**src/rtl/store_axi_writer.sv**
```systemverilog
// Store writer: aligns an LSU store into a 32-bit lane with strobes and issues it as one AXI4-Lite AW/W/B write.
// Latency: accept at cycle N, AW/W at N+1, B at N+2 (earliest), completion visible at N+3.
// Backpressure: one transaction in flight; req_ready only in IDLE; completion held until resp_ready.
// Optional: `define MISALIGN_TRAP_EN to reject misaligned SH/SW as illegal instead of issuing them.
module store_axi_writer #(
  parameter int ADDR_W = 32,
  parameter int DATA_W = 32
) (
  input  logic              clk,
  input  logic              rst_n,
  input  logic              req_valid,
  output logic              req_ready,
  input  logic [ADDR_W-1:0] req_addr,
  input  logic [DATA_W-1:0] req_data,
  input  logic [2:0]        req_funct3,
  output logic              resp_valid,
  input  logic              resp_ready,
  output logic              resp_err,
  output logic              awvalid,
  input  logic              awready,
  output logic [ADDR_W-1:0] awaddr,
  output logic              wvalid,
  input  logic              wready,
  output logic [DATA_W-1:0] wdata,
  output logic [3:0]        wstrb,
  input  logic              bvalid,
  output logic              bready,
  input  logic [1:0]        bresp
);

  localparam logic [1:0] IDLE   = 2'd0;
  localparam logic [1:0] SEND   = 2'd1;
  localparam logic [1:0] WAIT_B = 2'd2;
  localparam logic [1:0] RESP   = 2'd3;

  logic [1:0]        state;
  logic              aw_done;
  logic              w_done;
  logic [1:0]        off;
  logic [DATA_W-1:0] lane_data;
  logic [3:0]        lane_strb;
  logic              legal;
  logic              aw_hs;
  logic              w_hs;

  // Valids are pure functions of state so a reset drops them immediately.
  assign req_ready  = (state == IDLE);
  assign resp_valid = (state == RESP);
  assign bready     = (state == WAIT_B);
  assign awvalid    = (state == SEND) && !aw_done;
  assign wvalid     = (state == SEND) && !w_done;
  assign aw_hs      = awvalid && awready;
  assign w_hs       = wvalid && wready;

  // Replicate the store data across the word and pick byte strobes from the low address bits.
  always_comb begin
    off       = req_addr[1:0];
    lane_data = req_data;
    lane_strb = 4'b1111;
    legal     = 1'b1;
    case (req_funct3)
      3'b000: begin
        lane_data = {4{req_data[7:0]}};
        lane_strb = 4'b0001 << off;
      end
      3'b001: begin
        lane_data = {2{req_data[15:0]}};
        lane_strb = 4'b0011 << (off & 2'b10);
`ifdef MISALIGN_TRAP_EN
        if (off[0]) legal = 1'b0;
`endif
      end
      3'b010: begin
        lane_data = req_data;
        lane_strb = 4'b1111;
`ifdef MISALIGN_TRAP_EN
        if (off != 2'b00) legal = 1'b0;
`endif
      end
      default: legal = 1'b0;
    endcase
  end

  // Transaction sequencer: accept, drive AW/W until each handshakes, wait for B, hold completion.
  always_ff @(posedge clk or negedge rst_n) begin
    if (!rst_n) begin
      state    <= IDLE;
      aw_done  <= 1'b0;
      w_done   <= 1'b0;
      resp_err <= 1'b0;
      awaddr   <= '0;
      wdata    <= '0;
      wstrb    <= 4'b0000;
    end else begin
      case (state)
        IDLE: begin
          if (req_valid) begin
            if (legal) begin
              awaddr  <= {req_addr[ADDR_W-1:2], 2'b00};
              wdata   <= lane_data;
              wstrb   <= lane_strb;
              aw_done <= 1'b0;
              w_done  <= 1'b0;
              state   <= SEND;
            end else begin
              resp_err <= 1'b1;
              state    <= RESP;
            end
          end
        end
        SEND: begin
          if (aw_hs) aw_done <= 1'b1;
          if (w_hs)  w_done  <= 1'b1;
          if ((aw_done || aw_hs) && (w_done || w_hs)) state <= WAIT_B;
        end
        WAIT_B: begin
          if (bvalid) begin
            resp_err <= (bresp != 2'b00);
            state    <= RESP;
          end
        end
        RESP: begin
          if (resp_ready) state <= IDLE;
        end
        default: state <= IDLE;
      endcase
    end
  end

endmodule
```
**config.mk**
```make
export PLATFORM = sky130hd
export DESIGN_NAME = store_axi_writer
export DESIGN_NICKNAME = d
export VERILOG_FILES = /design/src/rtl/store_axi_writer.sv
export SDC_FILE = /design/constraint.sdc
export NUM_CORES = 1
export LEC_CHECK = 0
export BUFFER_PORTS_ARGS = -buffer_cell sky130_fd_sc_hd__buf_4
export CAP_MARGIN = 20
export CORE_AREA = 2 2 87 89
export CTS_CLUSTER_SIZE = 20
export DETAILED_ROUTE_END_ITERATION = 16
export DIE_AREA = 0 0 89 91
export PLACE_DENSITY = 0.78
export REMOVE_ABC_BUFFERS = 1
export SLEW_MARGIN = 20
export SYNTH_ARGS = -nofsm -noshare
export SYNTH_HDL_FRONTEND = slang
export SYNTH_SLANG_ARGS = --single-unit
```
**constraint.sdc**
```tcl
create_clock -name clk -period 2.3 [get_ports clk]
set_clock_uncertainty 0.05 [all_clocks]
set_input_delay 0.23 -clock clk [delete_from_list [all_inputs] [get_ports clk]]
set_output_delay 0.23 -clock clk [all_outputs]
set_load 0.01 [all_outputs]
```
# Word-level counts from Yosys, hierarchy flattened

Index checks and enable logic that the tools add are counted.

Flip-flop bits (word level): 71
Latch bits: 0
Memory bits (writable): 0
ROM bits: 0
Bits of input ports: 76
Output and inout port bits: 74
Memories kept: 0

Add/subtract/negate cells: 0
Multipliers: 0
Divide/modulo/power cells: 0
$lt $le $gt $ge: 0
Equal/unequal tests: 13
Shift-type cells: 2
Mux-type cells: 19
Bitwise logic cells: 0
Reductions and logical operators: 20

Operators by type and width:

| cell                                                                     | count |
|---|---|
| 32-bit case mux with 2 select lines                                      | 1 |
| 4-bit AND reduction                                                      | 4 |
| 2-bit 2-to-1 mux                                                         | 5 |
| 2-bit inequality test (second input constant)                            | 5 |
| 1-bit 2-to-1 mux                                                         | 8 |
| 2-bit case mux with 4 select lines                                       | 1 |
| 4-bit case mux with 2 select lines                                       | 1 |
| 2-bit by 1-bit inequality test with 1-bit output (second input constant) | 3 |
| 1-bit case mux with 2 select lines                                       | 3 |
| 2-bit nonzero test                                                       | 3 |
| 1-bit logical AND                                                        | 5 |
| 2-bit equality test (second input constant)                              | 2 |
| 1-bit by 2-bit << shifter with 4-bit output (first input constant)       | 1 |
| 2-bit by 2-bit << shifter with 4-bit output (first input constant)       | 1 |
| 3-bit by 1-bit equality test with 1-bit output (second input constant)   | 1 |
| 3-bit by 2-bit equality test with 1-bit output (second input constant)   | 1 |
| 3-bit logical NOT                                                        | 1 |
| 3-bit AND reduction                                                      | 1 |
| 3-bit OR reduction                                                       | 1 |
| 2-bit by 1-bit equality test with 1-bit output (second input constant)   | 1 |
| 1-bit logical NOT                                                        | 2 |
| 2-bit logical NOT                                                        | 1 |
| 1-bit logical OR                                                         | 2 |

# Logic depth before layout (Yosys ltp)

Gate-level depths: netlist of run 1.

Depth after elaboration: 7
Mapped depth: 7
Depth with buffers taken out: 6

# Worst setup path before layout of run 1

OpenSTA, ideal clock, no wires.

Kind: register -> register
Start: register state[1]
End: register state[1]
Data arrival time: 1.547 ns
Data required time: 2.125 ns
Setup slack: 0.578 ns
Stages on the path, launching flop included: 7
Period minus slack after synthesis: 1.722 ns
Path through: dfrtp_1 -> inv_1 -> ha_1 -> inv_1 -> o32a_1 -> o311ai_2 -> mux2_4

Word-level cells in the longest chain between the ends: 7
Elaborated cells on any way between the ends: 17
Classes of those cells: 7 x eq/ne; 1 x mux; 9 x reduce/logical

Ends and longest elaborated chain:

| element                                                    | line       | text |
|---|---|---|
| start: declaration                                         | 36         | `logic [1:0] state;` |
| start signal: assignment                                   | 87         | `state <= IDLE;` |
| start signal: assignment                                   | 104        | `state <= SEND;` |
| start signal: assignment                                   | 107        | `state <= RESP;` |
| 2-bit by 1-bit equality test with 1-bit output             | 50, 51, 95 |  |
| 1-bit logical AND, on equally long branches                | 50, 51     |  |
| 1-bit logical AND, on equally long branches                | 52, 53     |  |
| 1-bit logical OR                                           | 114        | `if ((aw_done \|\| aw_hs) && (w_done \|\| w_hs)) state <= WAIT_B;` |
| 1-bit logical AND                                          | 114        |  |
| 2-bit by 1-bit inequality test with 1-bit output (no line) | -          |  |
| 4-bit AND reduction (no line)                              | -          |  |

Parallel ways exist; a longest one is shown, timed or not.
A chain may end at the register's enable or synchronous reset.

# Final worst setup path of run 1

Same ends and word-level chain as after synthesis.

==> results of run 1 <==
[cell type report]
class,instances,area share (%)
Clock buffer,11,3.07
Clock inverter,5,1.77
Inverter,6,0.490
Sequential cell,71,38.6
Tap cell,99,2.69
Timing Repair Buffer,152,24.8
Multi-Input combinational cell,250,28.5
[routing by layer]
layer	track usage [%]	vias up	wire, um
met2	35.0	101	4000
met1	26.0	1324	3500
met5	0	-	0
met3	4.64	13	525
met4	6.97	0	120
li1	-	1402	-
[sequential cells by signal, indices dropped and copies added, names as in the netlist]
signal and cells:
aw_done 1, awaddr 30, resp_err 1, state 2
w_done 1, wdata 32, wstrb 4
[stage by stage]
step / worst slack [ns] / instances / util, % / area, um^2 / TNS (ns)
final: 0.389 / 594 / 64.4 / 4600 / 0
after global placement: 0.505 / 578 / 61.3 / 4380 / 0
after CTS: 0.417 / 594 / 64.4 / 4600 / 0
after global routing: 0.284 / 594 / 64.4 / 4600 / 0
after detailed placement: 0.439 / 578 / 61.3 / 4380 / 0
after floorplan: -0.000782 / 327 / - / 3110 / -0.00156
[final timing paths]
path / cells after the start / slack (ns) / from / end
max: 6 / 0.39 / state[1] / state[1]
min: 1 / -0.04 / rst_n / wdata[1]
max reg2reg: 6 / 0.39 / state[1] / state[1]
min reg2reg: 2 / 0.43 / awaddr[6] / awaddr[6]
max in group asynchronous: 1 / 1.63 / rst_n / wdata[23]
min in group clk: 3 / 0.03 / req_addr[21] / awaddr[21]
[power groups by stage]
stage	sequential (uW)	combinational, uW	clock, uW
2_1_floorplan	2450	800	0
3_3_place_gp	2190	2300	0
3_5_place_dp	2210	2380	0
4_1_cts	2190	2380	1140
5_1_grt	2270	2600	1190
6_report	2190	2350	1110
[logic make-up (layout without fill, tap and decap cells)]
| logic type | Yosys count | in the layout | synth area share [%] |
|---|---|---|---|
| buffers and inverters | 25 | 174 | 4.90 |
| adders and majority gates | 5 | 5 | 1.93 |
| other | 1 | 2 | 0.116 |
| DFF | 71 | 71 | 54.8 |
| and+or+nand+nor | 164 | 164 | 20.0 |
| muxes | 26 | 26 | 8.18 |
| AOI/OAI and AO/OA | 53 | 53 | 10.1 |
[cells in the final DEF (no fill, tap or decap)]
cell type / netlist / final
o32a_1: 1 / 1
o21bai_1: 1 / 1
nand2b_1: 1 / 1
o311ai_2: 1 / 1
o211ai_1: 1 / 1
bufinv_16: 0 / 2
conb_1: 1 / 2
nor3_4: 1 / 1
buf_4: 6 / 152
a21oi_1: 3 / 3
clkinv_2: 0 / 1
clkbuf_8: 0 / 10
clkbuf_1: 4 / 1
a31oi_1: 1 / 1
a21oi_4: 1 / 1
mux2i_1: 25 / 25
mux2_4: 1 / 1
clkinv_4: 0 / 1
o2111ai_1: 1 / 1
a2bb2oi_1: 1 / 1
inv_1: 6 / 6
dfrtp_1: 71 / 71
nand3_2: 1 / 1
nor2_4: 1 / 1
o21a_1: 1 / 1
nor2_1: 9 / 9
nand2_1: 149 / 149
a211oi_1: 1 / 1
nor2b_1: 1 / 1
clkinvlp_4: 0 / 1
a31oi_2: 2 / 2
o21ai_0: 30 / 30
o21ai_1: 8 / 8
and3_2: 0 / 1
ha_1: 5 / 5
[Yosys cell counts (all sizes together), types with 3 or more instances]
master	instances	share of area, %
dfrtp	71	55
mux2i	25	7.7
a31oi	3	0.96
clkbuf	4	0.46
a21oi	4	0.96
nand2	149	17
buf	15	3.7
inv	6	0.69
ha	5	1.9
nor2	10	1.4
o21ai	38	5.9
==> results.yml, run 1 <==
power_and_ir_drop:
  p_int_uw: 3690
  p_clk_share_pct: 19.6
  ir_drop_uv: 595
  power.density_nw_per_um2: 1230
  p_total_uw: 5640
  leakage_uw: 0.00242
  swShare_pct: 34.6
  seqPwrFrac_pct: 38.7
  power_frac_comb_pct: 41.7
  p_switching_uw: 1950
final_layout:
  n_fill_cell: 642
  layout-area-overhead-vs-synth_pct: 41.8
  n_antenna_cell: 0
  regArea_um2: 1780
  fin_nets: 571
  multi_input_area_um2: 1310
  drive_gt1_share_pct: 35.6
timing:
  fin_crit_ns: 1.91
  relSlewSlack_pct: 39.5
  hold_viol: 20
  rsz0062_at_grt: "no"
  finalCritPeriodShare_pct: 83.1
  worst_pin_slew_ns: 0.907
  drv_slew: 0
  setup_viol: 0
  hold-worst-slack_ns: -0.0390
  max_freq_mhz: 523
clocking:
  cts_tree: "yes"
  cts.htree.levels: 3
  cts_root_buffer: "clkbuf_8"
  clkTransAtPathRegs_ns: 0.08
  clk_latency_ns: 0.33
  postCtsHoldBufs: 0
  cts_num_sinks: 71
  cts_setup_buffers: 0
  post_cts_resize_count: 0
  cts_made_buffers: 9
  clockBufferDepth: 2
place:
  gp_congestion: 0.819
  hpwl_mm: 5.78
  portBuffers: 147
detailed_routing:
  ant_nets: 0
  num_vias: 2840
  initialDrtViolationCount: 87
  drc_errors: 0
  dr.pass1.iters: 4
  wl_per_cell_um: 13.7
  routed_wl_mm: 8.15
  viasPerCell: 4.78
floorplanning:
  die-height_um: 91
  pin_count: 150
  rows: 31
  die-area_um2: 8100
  die_x_um: 89
  fp.coreArea_um2: 7140
  start_util_pct: 45.4
status:
  status: "finished, violations left"
  violations: "hold timing"
global_route:
  overflow: 0
  grt_pass1_wl_mm: 13.2
  gr-usage-all-layers_pct: 20.7
  antenna_found_initial: 0
  grt_pass1_vias: 2843
  grt_max_degree: 72
yosys:
  yosys_warnings: 0
  syn_area_um2: 3240
  ys_seq_elements: 71
  synth_cell_type_count: 32
  ys.flop_type: "dfrtp_1"
  synth.avg_cell_area_um2: 9.40
  synth-seq-area-share_pct: 54.8
  ys_async_sr_fraction_pct: 100
  postSynthCellCount: 345
  synth_enable_flop_cells: 0
setup_path:
  crit_chain: "inv_1, ha_1, inv_1, a2bb2oi_1, o311ai_2, mux2_4"
  worstPathArrival_ns: 2.07
  end_kind: "flip-flop"
  crit_type: "reg -> reg"
  cpPeakStageDelay_ns: 0.40
  slowest_stage: "dfrtp_1"
  cp_max_fo: 5
  critical-path-top-delay-family: "compound AO/OA/AOI/OAI gates"
  worst-path-buf-inv: 2
  cp.required_ns: 2.46
  cpMostUsedCell: "inv_1"
  setup.worst_path.start_class: "flip-flop"
flow_run:
  drv_cap: 0
hold_path:
  hold_class: "in -> async"
Power figures use the tool's default switching activity.
==> inputs of run 2 (changes only) <==
--- a/config.mk
+++ b/config.mk
@@ -5,12 +5,13 @@
 export SDC_FILE = /design/constraint.sdc
 export NUM_CORES = 1
 export LEC_CHECK = 0
+export ABC_AREA = 1
 export BUFFER_PORTS_ARGS = -buffer_cell sky130_fd_sc_hd__buf_4
 export CAP_MARGIN = 20
-export CORE_AREA = 2 2 87 89
+export CORE_AREA = 2 2 88 90
 export CTS_CLUSTER_SIZE = 20
 export DETAILED_ROUTE_END_ITERATION = 16
-export DIE_AREA = 0 0 89 91
+export DIE_AREA = 0 0 90 92
 export PLACE_DENSITY = 0.78
 export REMOVE_ABC_BUFFERS = 1
 export SLEW_MARGIN = 20
==> constraint.sdc (replaced) <==
create_clock -name clk -period 1.8 [get_ports clk]
set_clock_uncertainty 0.05 [all_clocks]
set_input_delay 0.18 -clock clk [delete_from_list [all_inputs] [get_ports clk]]
set_output_delay 0.18 -clock clk [all_outputs]
set_load 0.01 [all_outputs]
==> run 2 against run 1 <==
  * The flow now finishes without violations
  * Largest cell class unchanged
  * Area after synthesis grew 2.7%
  * Setup slack lost 0.22 ns
  * Clock power grew 24%
  * Critical path type is now reg -> out
  * Flip-flop and latch count is the same
  * Wire length grew 13%
  * Global-route usage grew 2.2 points
  * Largest power group unchanged
  * Register-to-register slack lost 0.20 ns
  * Synthesized cell count grew 26%
  * Critical path depth shrank 1
  * Die area grew 2.2%
  * Design area grew 9.4%
  * Worst hold slack gained 0.057 ns
==> results.yml, run 2 <==
global_route:
  grt_pass1_wl_mm: 15.5
  grt_pass1_vias: 3393
  overflow: 0
  grt_max_degree: 41
  antenna_found_initial: 0
  gr-usage-all-layers_pct: 23.0
floorplanning:
  rows: 32
  pin_count: 150
  fp.coreArea_um2: 7450
  die-height_um: 92
  die_x_um: 90
  start_util_pct: 44.7
  die-area_um2: 8280
yosys:
  yosys.area.top_type_share_pct: 53.3
  ys.flop_type: "dfrtp_1"
  ys_seq_elements: 71
  synth_area_leaders: "dfrtp_1 (53%), nand2_1 (27%), nand3_1 (3.8%)"
  postSynthCellCount: 436
  yosys_warnings: 0
  yosysMostFrequentCell: "nand2_1"
  yosysTopAreaCell: "dfrtp_1"
  synth-seq-area-share_pct: 53.3
  ys_async_sr_fraction_pct: 100
  synth.avg_cell_area_um2: 7.64
  synth_enable_flop_cells: 0
  synthTopCellsByCount: "nand2_1 (244), dfrtp_1 (71), inv_1 (26)"
  synth_cell_type_count: 19
  syn_area_um2: 3330
setup_path:
  critical-path-top-delay-family: "flip-flops"
  rr_worst_depth: 7
  setup.worst_path.start_class: "flip-flop"
  worstPathArrival_ns: 1.40
  end_kind: "output port"
  rrSetupSlack_ns: 0.19
  rr_startpoint: "state[0]"
  worstReg2RegEnd: "wstrb[2]"
  cp_max_fo: 8
  cpPeakStageDelay_ns: 0.41
  worst-path-buf-inv: 3
  slowest_stage: "dfrtp_1"
  cp.required_ns: 1.57
  cpMostUsedCell: "inv_1"
  crit_chain: "inv_1, ha_1, nand2_1, inv_1, buf_4"
  crit_type: "reg -> out"
hold_path:
  hold_path_end: "awaddr[25]"
  hold_depth: 3
  hold_class: "in -> reg"
  min-delay-start: "req_addr[25]"
place:
  placed_area_um2: 4530
  portBuffers: 147
  gp_congestion: 0.826
  hpwl_mm: 6.37
timing:
  rsz0062_at_grt: "no"
  setup_viol: 0
  hold_viol: 0
  hold-worst-slack_ns: 0.0183
  relSlewSlack_pct: 51.5
  finalCritPeriodShare_pct: 90.6
  max_freq_mhz: 613
  worst_pin_slew_ns: 0.727
  drv_slew: 0
  fin_crit_ns: 1.63
clocking:
  cts_setup_buffers: 0
  clkTransAtPathRegs_ns: 0.07
  cts_root_buffer: "clkbuf_8"
  cts_made_buffers: 9
  cts_tree: "yes"
  clockBufferDepth: 2
  clk_latency_ns: 0.33
  cts_num_sinks: 71
  cts.htree.levels: 3
power_and_ir_drop:
  power.density_nw_per_um2: 1500
  leakage_uw: 0.00287
  p_total_uw: 7540
  ir_drop_uv: 727
status:
  status: "finished, final reports clean"
detailed_routing:
  drc_errors: 0
  dr.pass1.iters: 4
  initialDrtViolationCount: 209
  ant_nets: 0
  num_vias: 3406
  wl_per_cell_um: 12.8
  viasPerCell: 4.72
  routed_wl_mm: 9.22
final_layout:
  drive_gt1_share_pct: 28.5
  top_register: "wdata"
  most-common-layout-cells: "nand2_1 (244), buf_4 (158), dfrtp_1 (71)"
  fin_nets: 697
  n_antenna_cell: 0
  final_common_cell: "nand2_1"
  reg_top3: "wdata x32, awaddr x30, wstrb x4"
  layout-area-overhead-vs-synth_pct: 51.1
  fin_area_um2: 5030
  largest_reg_flops: 32
flow_run:
  drv_cap: 0
## run 2: cell count changes after synthesis, sizes merged, moves of 2 or more
cell,delta
mux2i,-25
nand4,+11
a31oi,-3
o21ai,-23
buf,+3
nand3,+24
clkbuf,-3
nand2,+95
or2,+2
inv,+22
## run 2: how the worst max path moves through the flow
stage                        start       end  slack (ns)  cells past startpoint
after global routing      state[0]  wstrb[2]        0.02                      7
after detailed placement  state[1]    w_done        0.13                      7
final                     state[1]   awvalid        0.17                      5
after global placement    state[1]    w_done        0.20                      7
after floorplan           state[0]  wdata[2]       -0.82                      7
after CTS                 state[1]    w_done        0.13                      7
## run 2: per-stage QoR
step / util [%] / worst slack (ns) / std cells / TNS [ns]
6_report: 67.6 / 0.169 / 722 / 0
5_1_grt: 67.6 / 0.0174 / 722 / 0
4_1_cts: 67.6 / 0.125 / 722 / 0
3_5_place_dp: 60.9 / 0.129 / 678 / 0
3_3_place_gp: 60.9 / 0.204 / 678 / 0
2_1_floorplan: - / -0.821 / 418 / -48.93
## run 2: area by class of cell
type                       count  area (um^2)
sequential                    71         1780
tap                          102          128
inverter                      29          109
multi-input combinational    318         1330
timing repair buffer         187         1480
fill                         624         2410
clock buffer                  10          128
clock inverter                 5         83.8
## run 2: what timing repair did
| action | 4_1_cts | 5_1_grt |
|---|---|---|
| gates resized for setup | 0 | 1 |
| hold buffers | 29 | 0 |
| setup endpoints to repair | 0 | 1 |
| endpoints found under the hold margin | 64 | 0 |
## run 2: where the power goes
part | internal [uW] | switching, uW | leakage (uW)
registers | 2380 | 469 | 0.000881
clock network | 776 | 601 | 0.0000986
logic | 1660 | 1660 | 0.00189
## run 2: metal layers
layer / vias to the layer above / routed length (um) / global-route usage, % / part of all wire [%]
met5: - / 0 / 0 / 0
met4: 0 / 66 / 6.15 / 0.72
met3: 7 / 598 / 5.26 / 6.5
met2: 136 / 4510 / 40.2 / 49
met1: 1565 / 4050 / 28.7 / 44
li1: 1698 / - / - / -
## run 2: cell families (layout without fill, tap and decap cells)
| kind of cell | after synthesis | count (layout) | synth area share (%) |
|---|---|---|---|
| compound gates | 19 | 19 | 2.85 |
| fa+ha+maj | 5 | 5 | 1.88 |
| buf+inv | 48 | 231 | 6.76 |
| flops | 71 | 71 | 53.3 |
| other cells | 1 | 2 | 0.113 |
| simple gates | 292 | 292 | 35.0 |
## run 2: worst register-to-register path: cells and delay by family (launching register included)
kind	cells	cell delay, ns
flip-flops	1	0.41
adder cells (fa/ha/maj)	1	0.17
AO/OA/AOI/OAI	1	0.13
AND/OR/NAND/NOR	3	0.32
buffers and inverters	2	0.45
